**src/rtl/priv_1_12_clint.sv**
```systemverilog
// Machine-mode core-local interruptor: msip, mtime and mtimecmp registers plus a
// notifier that reports ext/soft/timer level changes as one set/clear pulse per cycle.
module priv_1_12_clint #(
    parameter int PRESCALE = 1
) (
    input  logic        CLK,
    input  logic        nRST,
    input  logic [15:0] addr,
    input  logic        ren,
    input  logic        wen,
    input  logic [31:0] wdata,
    output logic [31:0] rdata,
    output logic        busy,
    input  logic        ext_irq,
    output logic        timer_int_m,
    output logic        soft_int_m,
    output logic        ext_int_m,
    output logic        clear_timer_int_m,
    output logic        clear_soft_int_m,
    output logic        clear_ext_int_m
);
    localparam int PW = (PRESCALE > 1) ? $clog2(PRESCALE) : 1;
    localparam logic [PW-1:0] PMAX = PW'(PRESCALE - 1);

    localparam logic [15:0] A_MSIP   = 16'h0000;
    localparam logic [15:0] A_CMP_LO = 16'h4000;
    localparam logic [15:0] A_CMP_HI = 16'h4004;
    localparam logic [15:0] A_MT_LO  = 16'hBFF8;
    localparam logic [15:0] A_MT_HI  = 16'hBFFC;

    logic          r_ack;
    logic [31:0]   r_rdata;
    logic          r_msip;
    logic [63:0]   r_mtimecmp;
    logic [63:0]   r_mtime;
    logic [PW-1:0] r_pre;
    logic [1:0]    r_sync;
    // per-source vectors are ordered {ext, soft, timer}
    logic [2:0]    r_rep;
    logic [2:0]    r_set;
    logic [2:0]    r_clr;

    logic          w_busy;
    logic          w_wr;
    logic          w_rd;
    logic          w_tick;
    logic [31:0]   w_rmux;
    logic [2:0]    w_lvl;
    logic [2:0]    w_pend;
    logic [2:0]    w_pick;

    assign w_busy = nRST & (ren | wen) & ~r_ack;
    assign w_wr   = w_busy & wen;
    assign w_rd   = w_busy & ren & ~wen;
    assign w_tick = (r_pre == PMAX);

    always_comb begin
        w_rmux = '0;
        case (addr)
            A_MSIP:   w_rmux = {31'd0, r_msip};
            A_CMP_LO: w_rmux = r_mtimecmp[31:0];
            A_CMP_HI: w_rmux = r_mtimecmp[63:32];
            A_MT_LO:  w_rmux = r_mtime[31:0];
            A_MT_HI:  w_rmux = r_mtime[63:32];
            default:  w_rmux = '0;
        endcase
    end

    always_ff @(posedge CLK or negedge nRST) begin
        if (!nRST) begin
            r_ack   <= 1'b0;
            r_rdata <= '0;
        end else begin
            r_ack   <= w_busy;
            r_rdata <= w_rd ? w_rmux : '0;
        end
    end

    always_ff @(posedge CLK or negedge nRST) begin
        if (!nRST) begin
            r_msip     <= 1'b0;
            r_mtimecmp <= '1;
        end else if (w_wr) begin
            case (addr)
                A_MSIP:   r_msip             <= wdata[0];
                A_CMP_LO: r_mtimecmp[31:0]   <= wdata;
                A_CMP_HI: r_mtimecmp[63:32]  <= wdata;
                default:  ;
            endcase
        end
    end

    // a software write to either half suppresses that cycle's increment
    always_ff @(posedge CLK or negedge nRST) begin
        if (!nRST) begin
            r_pre   <= '0;
            r_mtime <= '0;
        end else begin
            r_pre <= w_tick ? '0 : r_pre + PW'(1);
            if (w_wr && addr == A_MT_LO)
                r_mtime[31:0] <= wdata;
            else if (w_wr && addr == A_MT_HI)
                r_mtime[63:32] <= wdata;
            else if (w_tick)
                r_mtime <= r_mtime + 64'd1;
        end
    end

    always_ff @(posedge CLK or negedge nRST) begin
        if (!nRST)
            r_sync <= '0;
        else
            r_sync <= {r_sync[0], ext_irq};
    end

    assign w_lvl  = {r_sync[1], r_msip, (r_mtime >= r_mtimecmp)};
    assign w_pend = w_lvl ^ r_rep;

    always_comb begin
        w_pick = 3'b000;
        if (w_pend[2])
            w_pick = 3'b100;
        else if (w_pend[1])
            w_pick = 3'b010;
        else if (w_pend[0])
            w_pick = 3'b001;
    end

    always_ff @(posedge CLK or negedge nRST) begin
        if (!nRST) begin
            r_rep <= '0;
            r_set <= '0;
            r_clr <= '0;
        end else begin
            r_rep <= (r_rep & ~w_pick) | (w_lvl & w_pick);
            r_set <= w_pick & w_lvl;
            r_clr <= w_pick & ~w_lvl;
        end
    end

    assign rdata             = r_rdata;
    assign busy              = w_busy;
    assign ext_int_m         = r_set[2];
    assign soft_int_m        = r_set[1];
    assign timer_int_m       = r_set[0];
    assign clear_ext_int_m   = r_clr[2];
    assign clear_soft_int_m  = r_clr[1];
    assign clear_timer_int_m = r_clr[0];

endmodule

```
**config.mk**
```make
export PLATFORM = sky130hd
export DESIGN_NAME = priv_1_12_clint
export DESIGN_NICKNAME = d
export VERILOG_FILES = /design/src/rtl/priv_1_12_clint.sv
export SDC_FILE = /design/constraint.sdc
export NUM_CORES = 1
export LEC_CHECK = 0
export ABC_CLOCK_PERIOD_IN_PS = 3500
export BUFFER_PORTS_ARGS = -buffer_cell sky130_fd_sc_hd__clkbuf_2
export CAP_MARGIN = 10
export CORE_MARGIN = 2
export CORE_UTILIZATION = 65
export CTS_CLUSTER_DIAMETER = 100
export DETAILED_ROUTE_END_ITERATION = 10
export PLACE_DENSITY = 0.89
export SYNTH_ARGS = -nofsm -noshare
export SYNTH_HDL_FRONTEND = slang
export SYNTH_SLANG_ARGS = --single-unit
```
**constraint.sdc**
```tcl
create_clock -name CLK -period 3.5 [get_ports CLK]
set_clock_uncertainty 0.1 [all_clocks]
set_input_delay 0.7 -clock CLK [delete_from_list [all_inputs] [get_ports CLK]]
set_output_delay 0.7 -clock CLK [all_outputs]
set_load 0.01 [all_outputs]
```
==> metrics.md, run 1 <==
| Metric | Value |
|---|---|
| CTS Buf Count | `17` |
| RSZ-0062 raised after global routing | `false` |
| Synth warn | `0` |
| Mean post-synth cell area | `9.60 um^2` |
| Die ar. | `0.0173 mm^2` |
| Worst-path clk slew | `70 ps` |
| Share of synthesized registers carrying an async set or reset | `between 90% and 100%` |
| Worst Hold End | `r_sync[0]$_DFF_PN0_` |
| Clock latency on the worst-skew pair | `440 ps` |
| Hold path depth | `1` |
| CP Capture Type | `flop` |
| PostCTS Resize Cnt | `0` |
| IO Count | `92` |
| GR Overflow Total | `0` |
| Max FO, Critical Path | `3` |
| Seq/Total Area, Yosys | `41.8%` |
| Share of cells above drive strength 1 | `22.6%` |
| Detailed Routing Iterations Pass 1 | `6` |
| Via count | `9625` |
| GRT met2 Usage | `54.2%` |
| Worst r2r src | `r_mtimecmp[25]$_DFFE_PN1P_` |
| ANT nets after route | `0` |
| Number of max-cap violations | `0` |
| Synth unique cells | `67` |
| Initial antenna violation count | `0` |
| FF-to-FF path depth | `8` |
| Post-synthesis cell area | `~0.011 mm^2` |
| Part of the cycle the worst path needs | `84.7%` |
| Die X | `around 130 um` |
| DRC | `0` |
| Initial Utilization | `66.5%` |
| Die span in y | `131 um` |
| CTS Root Buffer Type | `clkbuf_16` |
| R2r endpoint | `r_clr[0]$_DFF_PN0_` |
| Total GRT Usage | `35.9%` |
| # nets final | `1300` |
| CTS tree | `yes` |
| H-tree level count | `4` |
| Slew margin rel. | `35.7%` |
| 1st-iter DRT viols | `1465` |
| Achievable frequency | `0.337 GHz` |
| Synth top area share | `25.8%` |
| R2R setup slack | `540 ps` |
| Setup total negative slack | `0 ps` |
| Critical setup path kind | `flop to flop` |
| Final setup fails | `0` |
| Met3 Use GR | `8.91%` |
| Number of global-route vias before repair | `9494` |
| Largest net degree at the start of global routing | `174` |
| Dominant synthesized flop cell | `dfrtp_1` |
| Post-synth EDFFs | `0` |
| Hold buffers post-CTS | `0` |
| Syn Inst Count | `1100` |
| Vias per cell | `6.84` |
| Routing usage on met1 | `a little under half` |
| Post-layout min period | `2960 ps` |
| Syn Nets | `1221` |
| CP arrival | `3190 ps` |
| Max clock buf depth | `2` |
| CP startpoint kind | `flop` |
| Area grow syn2layout | `12.9%` |
| Post-CTS setup buffer count | `0` |
| Final hold violation count | `0` |
| Data required, critical path | `~3700 ps` |
| Post-DR wirelength/cell | `21.6 um` |
| Hold WS | `273 ps` |
| VDD IR max | `0.371 mV` |
| Synth area leaders | `dfrtp_1, dfstp_2, ha_1` |
| Number of port buffers | `91` |
| Leakage power | `5.51 nW` |
| Slew @ Worst Pin | `about 960 ps` |
| Clock sink count | `173` |
| Beginning of the worst hold path | `ext_irq` |
| Antenna cells | `0` |
| Dominant cell type by area after synthesis | `dfrtp_1` |
| Num rows | `46` |
| Core ar. | `0.0159 mm^2` |
| Yosys reg bits | `approximately 170` |
| Routed WL | `~30000 um` |
| Fin. max-slew vios | `0` |
| Hold Crit Class | `primary input to flop` |
| Pwr dens | `368 mW/mm^2` |
| RePlAce Congestion | `0.932` |
| First-pass GRT wire length | `49600 um` |
| Gr busiest metal | `met2` |
| Status | `complete, no violations` |
| HPWL Detailed | `~20000 um` |
==> state kept, by name, indices dropped and copies added, names as in the netlist, named ones only <==
name	count
r_mtime	64
r_msip	1
r_rep	1
rdata	32
r_clr	3
r_ack	1
r_mtimecmp	64
r_sync	2
r_set	3
==> synth_stat cells, types with 9 or more instances <==
library cell  count
dfrtp_1         109
nand2_1         101
nor2_1           88
inv_1            82
ha_1             68
mux2i_1          67
dfstp_2          64
o21ai_0          61
a21oi_1          57
clkbuf_1         39
nand3_1          38
nand4_1          32
o22a_1           31
mux2_4           30
buf_2            18
and3_1           17
nor3_1           16
and4_1           15
o211ai_1         15
a211oi_1         13
a311oi_1         11
nor4_1           11
o221a_2          10
o22ai_1          10
and2_1            9
==> layer usage <==
| layer | part of all wire, % | routed length (um) |
|---|---|---|
| met5 | 0 | 0 |
| met3 | 11 | 3310 |
| met4 | 4.7 | 1440 |
| met2 | 45 | 13600 |
| met1 | 40 | 12000 |
==> cells by family after synthesis <==
logic type	count (synthesis)	share of synthesized area [%]
AOI/OAI and AO/OA	260	16.7
muxes	102	11.2
xor gates and xnor gates	5	0.415
and+or+nand+nor	346	16.2
adders and majority gates	68	8.06
DFF	173	41.8
buffers and inverters	146	5.72
==> critical path, cell delays in order, from the launching register on <==
cell	delay [ps]
dfstp_2	530
inv_1	50
ha_1	300
nand4_1	260
nor4_1	660
nand3_1	160
a21oi_1	210
o311ai_0	280
and4_1	310
==> report_power, final <==
part	internal (W)	leakage (nW)	switching, W	total (W)
clock	0.00128	0.303	0.000812	0.00210
combinational	0.0000856	3.15	0.000143	0.000228
sequential	0.00202	2.06	0.0000389	0.00206
==> final cells by class <==
cell class	instances	area, um^2
Inverter	82	308
Clock buffer	21	450
Sequential cell	173	4410
Fill cell	1042	3970
Timing Repair Buffer	124	737
Clock inverter	11	191
Multi-Input combinational cell	781	5550
Tap cell	216	270
==> worst max-delay path by stage <==
stage,from,slack [ps],end,depth (start not counted)
4_1_cts,r_mtimecmp[25]$_DFFE_PN1P_,650,r_clr[0]$_DFF_PN0_,8
2_1_floorplan,addr[3],950,r_mtimecmp[33]$_DFFE_PN1P_,8
3_3_place_gp,addr[0],600,r_mtime[4]$_DFFE_PN0P_,8
3_5_place_dp,addr[0],550,r_mtime[4]$_DFFE_PN0P_,8
6_report,r_mtimecmp[25]$_DFFE_PN1P_,540,r_clr[0]$_DFF_PN0_,8
5_1_grt,r_mtimecmp[27]$_DFFE_PN1P_,530,r_clr[0]$_DFF_PN0_,8
==> through the flow <==
step	utilization, %	std cells	worst slack (ps)	cell area, um^2	power [W]
2_1_floorplan	-	1100	946	10600	0.00218
3_3_place_gp	71.0	1376	598	11300	0.00231
3_5_place_dp	71.0	1376	553	11300	0.00232
4_1_cts	75.0	1408	653	11900	0.00439
5_1_grt	75.0	1408	525	11900	0.00450
6_report	75.0	1408	537	11900	0.00439
==> cells in the final DEF (no fill, tap or decap), types with 16 or more instances in the layout <==
cell type,synthesis,routed
a21oi_1,57,57
and3_1,17,17
buf_4,3,32
clkbuf_16,0,17
clkbuf_2,0,89
dfrtp_1,109,109
dfstp_2,64,64
ha_1,68,68
inv_1,82,82
mux2_4,30,30
mux2i_1,67,67
nand2_1,101,101
nand3_1,38,38
nand4_1,32,32
nor2_1,88,87
nor3_1,16,16
o21ai_0,61,61
o22a_1,31,31
Power figures use the tool's default switching activity.
==> run 2, diff against run 1 <==
==> config.mk (replaced) <==
export PLATFORM = sky130hd
export DESIGN_NAME = priv_1_12_clint
export DESIGN_NICKNAME = d
export VERILOG_FILES = /design/src/rtl/priv_1_12_clint.sv
export SDC_FILE = /design/constraint.sdc
export NUM_CORES = 1
export LEC_CHECK = 0
export ABC_AREA = 1
export ABC_CLOCK_PERIOD_IN_PS = 2800
export BUFFER_PORTS_ARGS = -buffer_cell sky130_fd_sc_hd__clkbuf_2
export CAP_MARGIN = 10
export CORE_MARGIN = 2
export CORE_UTILIZATION = 61
export CTS_CLUSTER_DIAMETER = 100
export DETAILED_ROUTE_END_ITERATION = 10
export PLACE_DENSITY = 0.84
export SYNTH_ARGS = -nofsm -noshare
export SYNTH_HDL_FRONTEND = slang
export SYNTH_SLANG_ARGS = --single-unit
==> constraint.sdc (replaced) <==
create_clock -name CLK -period 2.8 [get_ports CLK]
set_clock_uncertainty 0.1 [all_clocks]
set_input_delay 0.56 -clock CLK [delete_from_list [all_inputs] [get_ports CLK]]
set_output_delay 0.56 -clock CLK [all_outputs]
set_load 0.01 [all_outputs]
==> run 2 against run 1 <==
  * Non-clock buffer count down 4
  * Hold slack worse by 140 ps
  * Routed wire length up 30%
  * Final area up 6.9%
  * Clock-buffer cell count down 1
==> metrics.md, run 2 <==
| Metric | Value |
|---|---|
| Final hold violation count | `0 (unchanged)` |
| Fin. max-slew vios | `0 (unchanged)` |
| Die span in y | `140 um (was 131 um)` |
| Slew margin rel. | `36.3% (was 35.7%)` |
| Worst r2r src | `r_mtimecmp[31]$_DFFE_PN1P_ (was r_mtimecmp[25]$_DFFE_PN1P_)` |
| Post-layout min period | `2750 ps (was 2960 ps)` |
| Final setup fails | `0 (unchanged)` |
| Most frequent cells in the layout | `nand2_1, inv_1, nor2_1, o21ai_0, dfrtp_1 (was dfrtp_1, nand2_1, clkbuf_2, nor2_1, inv_1)` |
| Initial antenna violation count | `0 (unchanged)` |
| Synth unique cells | `41 (was 67)` |
| Post-CTS setup buffer count | `0 (unchanged)` |
| Part of the cycle the worst path needs | `98.1% (was 84.7%)` |
| Num rows | `49 (was 46)` |
| Synth area leaders | `dfrtp_1, dfstp_2, nand2_1 (was dfrtp_1, dfstp_2, ha_1)` |
| Most common cell in the synthesized netlist | `nand2_1 (was dfrtp_1)` |
| Post-DR wirelength/cell | `20.5 um (was 21.6 um)` |
| ANT nets after route | `0 (unchanged)` |
| Status | `complete, no violations (unchanged)` |
| First-pass GRT wire length | `61700 um (was 49600 um)` |
| Beginning of the worst hold path | `ext_irq (unchanged)` |
| RePlAce Congestion | `1.09 (was 0.932)` |
| HPWL Detailed | `29300 um (was 19900 um)` |
| Initial Utilization | `62.6% (was 66.5%)` |
| DRC | `0 (unchanged)` |
| Worst-path clk slew | `70 ps (about the same)` |
| Hold buffers post-CTS | `0 (unchanged)` |
| CP startpoint kind | `flop (unchanged)` |
| # nets final | `1809 (was 1300)` |
| CTS tree | `yes (unchanged)` |
| Detailed Routing Iterations Pass 1 | `8 (was 6)` |
| VDD IR max | `0.490 mV (was 0.371 mV)` |
| Syn Nets | `1719 (was 1221)` |
| Largest net degree at the start of global routing | `174 (unchanged)` |
| Dominant cell type by area after synthesis | `dfrtp_1 (unchanged)` |
| PostCTS Resize Cnt | `0 (unchanged)` |
| Hold Crit Class | `primary input to flop (unchanged)` |
| Total GRT Usage | `40.5% (was 35.9%)` |
| Dominant synthesized flop cell | `dfrtp_1 (unchanged)` |
| Max FO, Critical Path | `2 (was 3)` |
| Slew @ Worst Pin | `955 ps (was 964 ps)` |
| Share of cells above drive strength 1 | `14.5% (was 22.6%)` |
| Die X | `140 um (was 131 um)` |
| Syn Inst Count | `1598 (was 1100)` |
| CP Capture Type | `flop (unchanged)` |
| GR Overflow Total | `0 (unchanged)` |
| Post-synth EDFFs | `0 (unchanged)` |
| Synth warn | `0 (unchanged)` |
| Leakage power | `5.84 nW (was 5.51 nW)` |
| RSZ-0062 raised after global routing | `false (unchanged)` |
| CTS Buf Count | `17 (unchanged)` |
| Synth top area share | `24.0% (was 25.8%)` |
| IO Count | `92 (unchanged)` |
| Top post-synthesis cells by count | `nand2_1, inv_1, nor2_1 (was dfrtp_1, nand2_1, nor2_1)` |
| Area grow syn2layout | `12.2% (was 12.9%)` |
| Setup total negative slack | `0 ps (unchanged)` |
| Die ar. | `0.0197 mm^2 (was 0.0173 mm^2)` |
| Leading cell type in the layout, fill and taps excluded | `nand2_1 (was dfrtp_1)` |
| Clock latency on the worst-skew pair | `430 ps (was 440 ps)` |
| 1st-iter DRT viols | `1397 (was 1465)` |
| CP arrival | `3010 ps (was 3190 ps)` |
| CTS Root Buffer Type | `clkbuf_16 (unchanged)` |
| Pwr dens | `434 mW/mm^2 (was 368 mW/mm^2)` |
| Number of port buffers | `91 (unchanged)` |
| Number of max-cap violations | `0 (unchanged)` |
| CP startpoint | `r_mtimecmp[31]$_DFFE_PN1P_ (was r_mtimecmp[25]$_DFFE_PN1P_)` |
| Seq/Total Area, Yosys | `38.8% (was 41.8%)` |
| Achievable frequency | `0.364 GHz (was 0.337 GHz)` |
| Routed WL | `39500 um (was 30400 um)` |
| Post-synthesis cell area | `0.0114 mm^2 (was 0.0106 mm^2)` |
| Data required, critical path | `3060 ps (was 3730 ps)` |
| H-tree level count | `4 (unchanged)` |
| Yosys reg bits | `173 (unchanged)` |
| Core ar. | `0.0181 mm^2 (was 0.0159 mm^2)` |
| Vias per cell | `6.10 (was 6.84)` |
| Share of synthesized registers carrying an async set or reset | `100% (unchanged)` |
| Hold WS | `135 ps (was 273 ps)` |
| Number of global-route vias before repair | `11358 (was 9494)` |
| Max clock buf depth | `2 (unchanged)` |
| Clock sink count | `173 (unchanged)` |
| Critical setup path kind | `flop to flop (unchanged)` |
| Mean post-synth cell area | `7.11 um^2 (was 9.60 um^2)` |
| Via count | `11772 (was 9625)` |
-- run 2: worst paths after layout --
path,end,slack [ps],depth (start not counted)
min in group asynchronous,r_sync[0]$_DFF_PN0_,160,2
min reg2reg,r_sync[1]$_DFF_PN0_,270,0
min,r_sync[0]$_DFF_PN0_,140,1
max,r_set[0]$_DFF_PN0_,50,12
max in group asynchronous,r_mtime[22]$_DFFE_PN0P_,1690,2
max reg2reg,r_set[0]$_DFF_PN0_,50,12
-- run 2: metrics by stage --
| stage | power (W) | util [%] | instances | cell area [um^2] | worst slack [ps] |
|---|---|---|---|---|---|
| 2_1_floorplan | 0.00288 | - | 1598 | 11400 | 808 |
| 3_3_place_gp | 0.00305 | 66.9 | 1898 | 12100 | 266 |
| 3_5_place_dp | 0.00308 | 66.9 | 1898 | 12100 | 171 |
| 4_1_cts | 0.00553 | 70.2 | 1930 | 12700 | 142 |
| 5_1_grt | 0.00568 | 70.2 | 1930 | 12700 | 7.70 |
| 6_report | 0.00553 | 70.2 | 1931 | 12700 | 51.9 |
-- run 2: kinds of logic (layout without fill, tap and decap cells) --
family | after synthesis | count (layout) | synth area share, %
other | 0 | 1 | 0
xor gates and xnor gates | 16 | 16 | 1.23
and+or+nand+nor | 765 | 765 | 28.4
adders and majority gates | 68 | 68 | 7.49
buffers and inverters | 265 | 368 | 9.03
DFF | 173 | 173 | 38.8
AOI/OAI and AO/OA | 311 | 311 | 15.0
-- run 2: layer usage --
metal	share of wire (%)	global-route usage, %	vias to the layer above
met4	4.7	18.7	0
li1	-	-	5446
met2	45	64.0	719
met5	0	0	-
met1	40	54.5	5464
met3	10	7.32	143
-- run 2: power breakdown --
group / switching [W] / leakage [nW] / internal [W]
sequential: 0.0000712 / 1.96 / 0.00256
combinational: 0.000272 / 3.58 / 0.000144
clock: 0.00109 / 0.297 / 0.00139
total: 0.00144 / 5.84 / 0.00409
-- run 2: layout make-up --
| cell class | count | area, um^2 |
|---|---|---|
| Sequential cell | 173 | 4410 |
| Inverter | 216 | 811 |
| Fill cell | 1517 | 5400 |
| Antenna cell | 1 | 2.50 |
| Multi-Input combinational cell | 1160 | 5930 |
| Clock buffer | 20 | 457 |
| Timing Repair Buffer | 120 | 692 |
| Clock inverter | 12 | 154 |
| Tap cell | 229 | 287 |
-- run 2: worst max-delay path, cell delays in order, from the launching register on --
cell	delay, ps
dfstp_2	540
inv_1	60
ha_1	300
nand2_1	80
nor2_1	230
nand2_1	190
nor4_1	630
nand2_1	130
nand2_1	90
nand2_1	50
nand2_1	120
nand2_1	80
nor2_1	80
